`src/rtl/rack_jtag_tap_tracker.sv`:
```
// Purpose: passive shadow of the 1149.1 TAP driven by the rack JTAG shift-register
//          engine; records shifted TDI/TDO bits, shift and update counts.
// Latency: one wb_clk per TCK rising edge; Wishbone ack and read data one cycle after select.
// Backpressure: none. The tracker never stalls the engine. A held strobe is acked every other cycle.
//
// Ports:
//   wb_clk, wb_rst           - system clock, synchronous active-high reset
//   wb_cyc_i .. wb_sel_i     - Wishbone target request (2-bit word address)
//   wb_dat_o, wb_ack_o       - registered read data and single-cycle acknowledge
//   wb_err_o, wb_rty_o       - always 0
//   sr_clk_i                 - TCK from the engine, sampled in the wb_clk domain
//   sr_tms_i/tdi_i/tdo_i     - TMS, TDI and TDO of the selected module
//
// Register map:
//   0 RO status  [3:0] tap_state, [4] last_ir, [15:8] upd_cnt, [31:16] bit_cnt
//   1 RO tdi_cap (LSB-first, most recent bit at [31])
//   2 RO tdo_cap
//   3 WO control (needs wb_sel_i[0]): bit0 force TLR, bit1 clear captures/counters; reads as 0

module rack_jtag_tap_tracker #(
    parameter int CNT_BITS = 16,
    parameter int UPD_BITS = 8
) (
    input  logic        wb_clk,
    input  logic        wb_rst,
    input  logic        wb_cyc_i,
    input  logic        wb_stb_i,
    input  logic        wb_we_i,
    input  logic [1:0]  wb_adr_i,
    input  logic [31:0] wb_dat_i,
    input  logic [3:0]  wb_sel_i,
    output logic [31:0] wb_dat_o,
    output logic        wb_ack_o,
    output logic        wb_err_o,
    output logic        wb_rty_o,
    input  logic        sr_clk_i,
    input  logic        sr_tms_i,
    input  logic        sr_tdi_i,
    input  logic        sr_tdo_i
);

    // Encoding matches the conventional 1149.1 state codes so that software
    // can decode the status field with standard tables.
    typedef enum logic [3:0] {
        ST_EX2DR = 4'h0,
        ST_EX1DR = 4'h1,
        ST_SHDR  = 4'h2,
        ST_PSDR  = 4'h3,
        ST_SELIR = 4'h4,
        ST_UPDDR = 4'h5,
        ST_CAPDR = 4'h6,
        ST_SELDR = 4'h7,
        ST_EX2IR = 4'h8,
        ST_EX1IR = 4'h9,
        ST_SHIR  = 4'hA,
        ST_PSIR  = 4'hB,
        ST_RTI   = 4'hC,
        ST_UPDIR = 4'hD,
        ST_CAPIR = 4'hE,
        ST_TLR   = 4'hF
    } tap_state_t;

    tap_state_t          r_tap_state;
    tap_state_t          w_tap_next;
    logic                r_clk_prev;
    logic [31:0]         r_tdi_cap;
    logic [31:0]         r_tdo_cap;
    logic [CNT_BITS-1:0] r_bit_cnt;
    logic [UPD_BITS-1:0] r_upd_cnt;
    logic                r_last_ir;

    logic                w_tck_rise;
    logic                w_select;
    logic                w_ctl_wr;
    logic                w_shifting;
    logic                w_enter_cap;
    logic                w_enter_upd;
    logic [31:0]         w_status;
    logic [31:0]         w_rd_dat;
    logic                w_unused;

    // clk_prev resets high, so a TCK already high at reset release is not an edge.
    assign w_tck_rise  = sr_clk_i & ~r_clk_prev;

    // Excluding the ack cycle makes a held strobe alternate select/ack.
    assign w_select    = wb_cyc_i & wb_stb_i & ~wb_ack_o;
    assign w_ctl_wr    = w_select & wb_we_i & (wb_adr_i == 2'd3) & wb_sel_i[0];

    assign w_shifting  = (r_tap_state == ST_SHDR) || (r_tap_state == ST_SHIR);
    assign w_enter_cap = (w_tap_next == ST_CAPDR) || (w_tap_next == ST_CAPIR);
    assign w_enter_upd = (w_tap_next == ST_UPDDR) || (w_tap_next == ST_UPDIR);

    assign wb_err_o    = 1'b0;
    assign wb_rty_o    = 1'b0;

    // Control bits above [1] and the upper byte selects carry no meaning here.
    assign w_unused    = &{1'b0, wb_dat_i[31:2], wb_sel_i[3:1]};

    // Standard TMS-driven TAP transition graph.
    always_comb begin
        w_tap_next = ST_TLR;
        case (r_tap_state)
            ST_TLR:   w_tap_next = sr_tms_i ? ST_TLR   : ST_RTI;
            ST_RTI:   w_tap_next = sr_tms_i ? ST_SELDR : ST_RTI;
            ST_SELDR: w_tap_next = sr_tms_i ? ST_SELIR : ST_CAPDR;
            ST_CAPDR: w_tap_next = sr_tms_i ? ST_EX1DR : ST_SHDR;
            ST_SHDR:  w_tap_next = sr_tms_i ? ST_EX1DR : ST_SHDR;
            ST_EX1DR: w_tap_next = sr_tms_i ? ST_UPDDR : ST_PSDR;
            ST_PSDR:  w_tap_next = sr_tms_i ? ST_EX2DR : ST_PSDR;
            ST_EX2DR: w_tap_next = sr_tms_i ? ST_UPDDR : ST_SHDR;
            ST_UPDDR: w_tap_next = sr_tms_i ? ST_SELDR : ST_RTI;
            ST_SELIR: w_tap_next = sr_tms_i ? ST_TLR   : ST_CAPIR;
            ST_CAPIR: w_tap_next = sr_tms_i ? ST_EX1IR : ST_SHIR;
            ST_SHIR:  w_tap_next = sr_tms_i ? ST_EX1IR : ST_SHIR;
            ST_EX1IR: w_tap_next = sr_tms_i ? ST_UPDIR : ST_PSIR;
            ST_PSIR:  w_tap_next = sr_tms_i ? ST_EX2IR : ST_PSIR;
            ST_EX2IR: w_tap_next = sr_tms_i ? ST_UPDIR : ST_SHIR;
            ST_UPDIR: w_tap_next = sr_tms_i ? ST_SELDR : ST_RTI;
            default:  w_tap_next = ST_TLR;
        endcase
    end

    // Status word; counters are fitted to their fixed 16/8-bit fields.
    always_comb begin
        w_status        = '0;
        w_status[3:0]   = 4'(r_tap_state);
        w_status[4]     = r_last_ir;
        w_status[15:8]  = 8'(r_upd_cnt);
        w_status[31:16] = 16'(r_bit_cnt);
    end

    always_comb begin
        w_rd_dat = '0;
        case (wb_adr_i)
            2'd0:    w_rd_dat = w_status;
            2'd1:    w_rd_dat = r_tdi_cap;
            2'd2:    w_rd_dat = r_tdo_cap;
            default: w_rd_dat = '0;
        endcase
    end

    always_ff @(posedge wb_clk) begin
        if (wb_rst) begin
            r_tap_state <= ST_TLR;
            r_clk_prev  <= 1'b1;
            r_tdi_cap   <= '0;
            r_tdo_cap   <= '0;
            r_bit_cnt   <= '0;
            r_upd_cnt   <= '0;
            r_last_ir   <= 1'b0;
            wb_ack_o    <= 1'b0;
            wb_dat_o    <= '0;
        end else begin
            r_clk_prev <= sr_clk_i;
            wb_ack_o   <= w_select;

            // Read data reflects the state before this edge's tracker update.
            if (w_select && !wb_we_i) begin
                wb_dat_o <= w_rd_dat;
            end else begin
                wb_dat_o <= '0;
            end

            if (w_ctl_wr) begin
                // A software force/clear overrides a coincident TCK edge,
                // which is dropped entirely rather than half-applied.
                if (wb_dat_i[0]) begin
                    r_tap_state <= ST_TLR;
                end
                if (wb_dat_i[1]) begin
                    r_tdi_cap <= '0;
                    r_tdo_cap <= '0;
                    r_bit_cnt <= '0;
                    r_upd_cnt <= '0;
                    r_last_ir <= 1'b0;
                end
            end else if (w_tck_rise) begin
                r_tap_state <= w_tap_next;

                // The exiting edge (TMS=1) out of a shift state still shifts.
                if (w_shifting) begin
                    r_tdi_cap <= {sr_tdi_i, r_tdi_cap[31:1]};
                    r_tdo_cap <= {sr_tdo_i, r_tdo_cap[31:1]};
                    if (!(&r_bit_cnt)) begin
                        r_bit_cnt <= r_bit_cnt + CNT_BITS'(1);
                    end
                end

                // Capture states are only reachable from SELDR/SELIR, so this
                // never collides with the shift above.
                if (w_enter_cap) begin
                    r_tdi_cap <= '0;
                    r_tdo_cap <= '0;
                    r_bit_cnt <= '0;
                    r_last_ir <= (w_tap_next == ST_CAPIR);
                end

                if (w_enter_upd) begin
                    r_upd_cnt <= r_upd_cnt + UPD_BITS'(1);
                end
            end
        end
    end

endmodule

```
`config.mk`:
```
export PLATFORM = sky130hd
export DESIGN_NAME = rack_jtag_tap_tracker
export DESIGN_NICKNAME = d
export VERILOG_FILES = /design/src/rtl/rack_jtag_tap_tracker.sv
export SDC_FILE = /design/constraint.sdc
export NUM_CORES = 1
export LEC_CHECK = 0
export CAP_MARGIN = 5
export CORE_ASPECT_RATIO = 0.8
export CORE_MARGIN = 4
export CORE_UTILIZATION = 54
export CTS_CLUSTER_SIZE = 28
export DETAILED_ROUTE_END_ITERATION = 7
export PLACE_DENSITY = 0.83
export SLEW_MARGIN = 20
export SYNTH_ARGS = -nofsm -noshare
export SYNTH_HDL_FRONTEND = slang
export SYNTH_SLANG_ARGS = --single-unit
```
`constraint.sdc`:
```
create_clock -name wb_clk -period 2.31 [get_ports wb_clk]
set_clock_uncertainty 0.15 [all_clocks]
set_input_delay 0.462 -clock wb_clk [delete_from_list [all_inputs] [get_ports wb_clk]]
set_output_delay 0.462 -clock wb_clk [all_outputs]
set_load 0.01 [all_outputs]
```
* Word level (Yosys, flattened, before mapping)
Index checks and enable logic that the tools add are counted.
** Word-level totals
- Word-level logic and storage cells :: 106
- Output and inout bits :: 35
- Bits in registers :: 127
- Input bits :: 47
** Operators by class
- Reduce and logical (&&, ||, !) cells :: 21
- $add $sub $neg :: 2
- Equality and inequality tests :: 25
- Muxes and demuxes :: 40
- Bitwise gates (word level) :: 9
** Operators with widths (count)
- two-way mux 32 bit :: 9
- two-way mux 16 bit :: 6
- case mux 32 bit (3 select lines) :: 1
- case mux 4 bit (12 select lines) :: 1
- == test 4 bit, second input constant :: 10
- two-way mux 8 bit :: 4
- == test 4 x 3 -> 1 bit, second input constant :: 6
- adder 16 x 1 -> 16 bit, second input constant :: 1
- two-way mux 4 bit :: 4
- AND reduction 16 bit :: 1
- two-way mux 2 bit :: 6
- two-way mux 3 bit :: 4
- AND reduction 3 bit :: 3
- adder 8 x 1 -> 8 bit, second input constant :: 1
- == test 4 x 2 -> 1 bit, second input constant :: 2
- AND 1 bit :: 6
- nonzero test 2 bit :: 3
- OR reduction 2 bit :: 3
- two-way mux 1 bit :: 5
- == test 2 bit, second input constant :: 2
- == test 4 x 1 -> 1 bit, second input constant :: 1
- zero test 4 bit :: 1
- != test 2 bit, second input constant :: 2
- AND reduction 4 bit :: 1
- 10 further kinds :: 14

* Logic depth before layout (Yosys ltp)
- Depth in word-level cells :: 8
- Depth in mapped cells :: 9
- Depth with buffers taken out :: 6

* Least setup slack after synthesis
No wires, ideal clock.
- Path type :: flip-flop to flip-flop
- Start :: register r_bit_cnt[0]
- End :: register r_bit_cnt[7]
- Data required time :: 2.086 ns
- Path slack :: 0.198 ns
- Data arrival time :: 1.888 ns
- Library setup time :: 0.074 ns
- Buffers on the path :: 2
- Cell stages (with the launch flop) :: 9
- Clock period less this slack :: 2.112 ns
- Cell sequence :: dfxtp_1 ha_1 and4_1 clkbuf_2 and4_1 buf_2 a21o_1 or4_1 a31oi_1
** Between the ends
- Cells in the longest elaborated chain, start to end :: 6
- Elaborated cells on any way between the ends :: 9
- Classes of those cells :: add/sub: 1; eq/ne: 1; mux: 5; reduce/logical: 2
** Ends and longest elaborated chain
- from (decl) :: RTL line 68 : logic [CNT_BITS-1:0] r_bit_cnt;
- from (signal assigned) :: RTL line 185 : r_bit_cnt <= r_bit_cnt + CNT_BITS'(1);
- adder 16 x 1 -> 16 bit :: RTL line 185
- two-way mux 16 bit :: RTL line 184 : if (!(&r_bit_cnt)) begin
- two-way mux 16 bit :: RTL line 181 : if (w_shifting) begin
- two-way mux 16 bit :: RTL line 191 : if (w_enter_cap) begin
- two-way mux 16 bit :: RTL line 177 : end else if (w_tck_rise) begin
- two-way mux 16 bit :: RTL line 164 : if (w_ctl_wr) begin
Several ways; a longest one is shown, not always the timed one. The select of a mux whose other input is x is not followed.
A chain may end at the register's enable or synchronous reset.

* Worst setup path in the final report
- Start :: input port sr_clk_i
- End :: register r_upd_cnt[6]
** Between the ends
- Cells in the longest elaborated chain, start to end :: 3
** Ends and longest elaborated chain
- from (decl) :: RTL line 36 : input logic sr_clk_i,
- AND 1 bit :: RTL line 83 : assign w_tck_rise = sr_clk_i & ~r_clk_prev;
- nonzero test 2 bit (no line)
- AND reduction 3 bit (no line)
- to (signal assigned) :: RTL line 199 : r_upd_cnt <= r_upd_cnt + UPD_BITS'(1);
- to (decl) :: RTL line 69 : logic [UPD_BITS-1:0] r_upd_cnt;
Every way passes these cells.

==> results.json <==
{
  "ys_types": 54,
  "power_density_mw_per_mm2": 757,
  "cp.required_ns": 2.51,
  "ys_warn_count": 0,
  "h-tree-depth": 4,
  "setup_viol": 0,
  "rows": 31,
  "synth_common_cells": "138 x nor2_1, 127 x dfxtp_1, 68 x a22oi_1",
  "critPathMaxFanout": 5,
  "antenna_found_initial": 0,
  "synth_top_area_cell": "dfxtp_1",
  "p_int_w": 0.00396,
  "pwr-share-clk_pct": 52.0,
  "cp_slowest_cell": "clkdlybuf4s50_1",
  "period_share_pct": 96.3,
  "finalPower_w": 0.00501,
  "cts_buffers": 17,
  "synth_top_area_share_pct": 48.1,
  "post_synth.cell_area_avg_um2": 8.62,
  "cp_common_cell": "buf_4",
  "n_fill_cell": 706,
  "power.leakage_nw": 2.42,
  "grt_max_degree": 92,
  "grt_pass1_vias": 4669,
  "io_pins": 82,
  "outcome": "finished, final reports clean",
  "core_region_area_mm2": 0.00931,
  "first_pass_iters": 5,
  "worstPathArrival_ns": 2.43,
  "syn_inst": 613,
  "initialDrtViolationCount": 523,
  "synthToLayoutAreaGrowth_pct": 25.2,
  "max_cap_violations": 0,
  "grt_overflow": 0,
  "yosysSeqAreaShare_pct": 48.1,
  "hold_violations": 0,
  "worst_slew_pin_slew_ns": 0.541,
  "ant_nets": 0,
  "cts_root_buf": "clkbuf_16",
  "setup.worst_path.end": "r_upd_cnt[6]$_SDFFE_PP0P_",
  "nNetsFinal": 713,
  "yosys-top-cells-area": "dfxtp_1 48%, nor2_1 9.8%, a22oi_1 9.7%",
  "syn_area_mm2": 0.00528,
  "synth_edf_count": 0,
  "chipHeight_um": 96.5,
  "die_w_um": 119,
  "fin_ws_ns": 0.0848,
  "drc_errors": 0,
  "post-route-min-period_ns": 2.23,
  "clkLatencyLatePin_ns": 0.42,
  "gp_congestion": 0.895,
  "end_kind": "register",
  "num_antenna_cells": 0,
  "reg2regPathDepth": 6,
  "hold_path.class": "reg -> reg",
  "cts_tree": "done",
  "die_area_mm2": 0.0114,
  "whs_ns": 0.348,
  "startpoint_type": "primary input",
  "worst-r2r-setup-slack_ns": 0.10,
  "netSwitchingPower_w": 0.00105,
  "max_stage_delay_ns": 0.47,
  "grt_use_total_pct": 24.1,
  "ir_drop_mv": 0.595,
  "max_freq_mhz": 449,
  "r2r_start": "r_bit_cnt[1]$_SDFFE_PP0P_",
  "swShare_pct": 20.9,
  "path_cells": "clkdlybuf4s50_1, nand2b_1, nor4b_1, buf_4, mux2i_1, buf_4, or3_1, a21oi_1",
  "path_class": "in -> reg",
  "totalWireLength_um": 13200,
  "max_slew_margin_pct": 63.9,
  "grt_pass1_wl_um": 22100,
  "clkTransAtPathRegs_ns": 0.05,
  "sequentialPowerShare_pct": 44.3,
  "via_per_inst": 6.16,
  "cp-startpoint": "sr_clk_i",
  "async_reset_ff_share_pct": 0,
  "max-clock-path-buffers": 2,
  "hpwl_um": 8340,
  "post-place-ws_ns": -0.337,
  "ys_seq_elements": 127,
  "num_vias": 4863,
  "synth_flop_cell": "dfxtp_1",
  "start_util_pct": 56.7,
  "cts_sinks": 127,
  "timing.rr.end": "r_bit_cnt[10]$_SDFFE_PP0P_",
  "port_buffers": 46,
  "yosysMostFrequentCell": "nor2_1",
  "drv_slew": 0,
  "drive_above_1_share_pct": 12.4,
  "combinationalPowerShare_pct": 3.7,
  "wire_per_inst_um": 16.8
}
[registers in the layout (all words and copies together), names as in the netlist]
| signal | cells |
|---|---|
| r_tdi_cap | 32 |
| r_tdo_cap | 32 |
| wb_dat_o | 32 |
| r_bit_cnt | 16 |
| r_upd_cnt | 8 |
| r_tap_state | 4 |
| r_clk_prev | 1 |
| r_last_ir | 1 |
| wb_ack_o | 1 |
[power groups by stage]
stage                     combinational, W  clock, W  sequential, W
after global routing              0.000203   0.00273        0.00222
after detailed placement          0.000184         0        0.00226
after floorplan                   0.000118         0        0.00226
final                             0.000188   0.00260        0.00222
after global placement            0.000177         0        0.00226
after CTS                         0.000185   0.00263        0.00222
[through the flow]
step / cells / instance area [µm²] / TNS (ns) / utilization [%]
global route: 790 / 6610 / -0.0165 / 71.0
global placement: 759 / 6010 / -14.39 / 64.6
detailed placement: 759 / 6010 / -18.86 / 64.6
floorplan: 614 / 5290 / 0 / -
finish: 790 / 6610 / 0 / 71.0
CTS: 789 / 6590 / 0 / 70.8
[how the worst min path moves through the flow]
stage                                    from                        end  slack (ns)  cells past startpoint
finish              r_tdo_cap[0]$_SDFFE_PP0P_     wb_dat_o[0]$_SDFF_PP0_        0.35                      2
global route        r_tdo_cap[0]$_SDFFE_PP0P_     wb_dat_o[0]$_SDFF_PP0_        0.37                      2
CTS                 r_upd_cnt[7]$_SDFFE_PP0P_  r_upd_cnt[7]$_SDFFE_PP0P_        0.34                      2
detailed placement  r_upd_cnt[7]$_SDFFE_PP0P_  r_upd_cnt[7]$_SDFFE_PP0P_        0.33                      2
global placement    r_upd_cnt[7]$_SDFFE_PP0P_  r_upd_cnt[7]$_SDFFE_PP0P_        0.32                      2
floorplan           r_upd_cnt[7]$_SDFFE_PP0P_  r_upd_cnt[7]$_SDFFE_PP0P_        0.30                      2
[cells by family (layout without fill, tap and decap cells)]
| kind of cell | Yosys count | count (layout) | share of synthesized area [%] |
|---|---|---|---|
| flip-flops | 127 | 127 | 48.1 |
| other | 1 | 2 | 0.0710 |
| AND/OR/NAND/NOR | 220 | 220 | 19.1 |
| buffers and inverters | 57 | 118 | 4.59 |
| adder cells (fa/ha/maj) | 2 | 2 | 0.474 |
| XOR/XNOR | 1 | 1 | 0.166 |
| multiplexers | 32 | 32 | 6.09 |
| AO/OA/AOI/OAI | 173 | 173 | 21.4 |
[metal layers]
layer,track usage [%],wire [µm]
met4,10.8,206
met5,0,0
met3,7.51,931
met1,28.4,5660
met2,41.1,6450
[worst max-delay path: cells and delay by family]
family                 cells  cell delay (ns)
buffers and inverters      3             0.85
multiplexers               1             0.14
AND/OR/NAND/NOR            3             0.82
AO/OA/AOI/OAI              1             0.16
[final cells by class]
type	count	area, µm²	share of cell area [%]
Sequential cell	127	2540	38.5
Multi-Input combinational cell	430	2530	38.3
Timing Repair Buffer	85	806	12.2
Clock buffer	24	492	7.43
Tap cell	115	144	2.18
Clock inverter	6	82.6	1.25
Inverter	3	11.3	0.170
[cells in the final DEF, fill, tap and decap left out, types with 3 or more instances in the layout]
cell             Yosys  final
buf_12               0      5
a211oi_1             5      5
nand2b_1             5      5
buf_4                3     34
mux2i_1             31     31
clkbuf_16            0     17
or3_1                7      7
nor2_1             138    136
clkbuf_1            34      3
clkdlybuf4s50_1      0     44
clkinv_2             0      3
nand2_1             19     19
a21oi_1             54     54
o21ai_0             13     12
or4_1                3      3
nand4_1              3      3
a21o_1               4      4
o211ai_1             4      4
nor4_1               3      3
inv_1                3      3
nor2b_1              4      3
a31oi_1              8      8
a22oi_1             68     67
and3_1               7      7
dfxtp_1            127    126
clkbuf_8             0      4
nand3_1             11     11
[timing repair]
item / CTS / global route
gates resized for setup: 0 / 7
hold buffers: 0 / 0
setup endpoints to repair: 0 / 69
hold endpoints to repair: 0 / 0
buffers inserted: 0 / 1
Note: power is estimated with default switching activity, not from simulation.
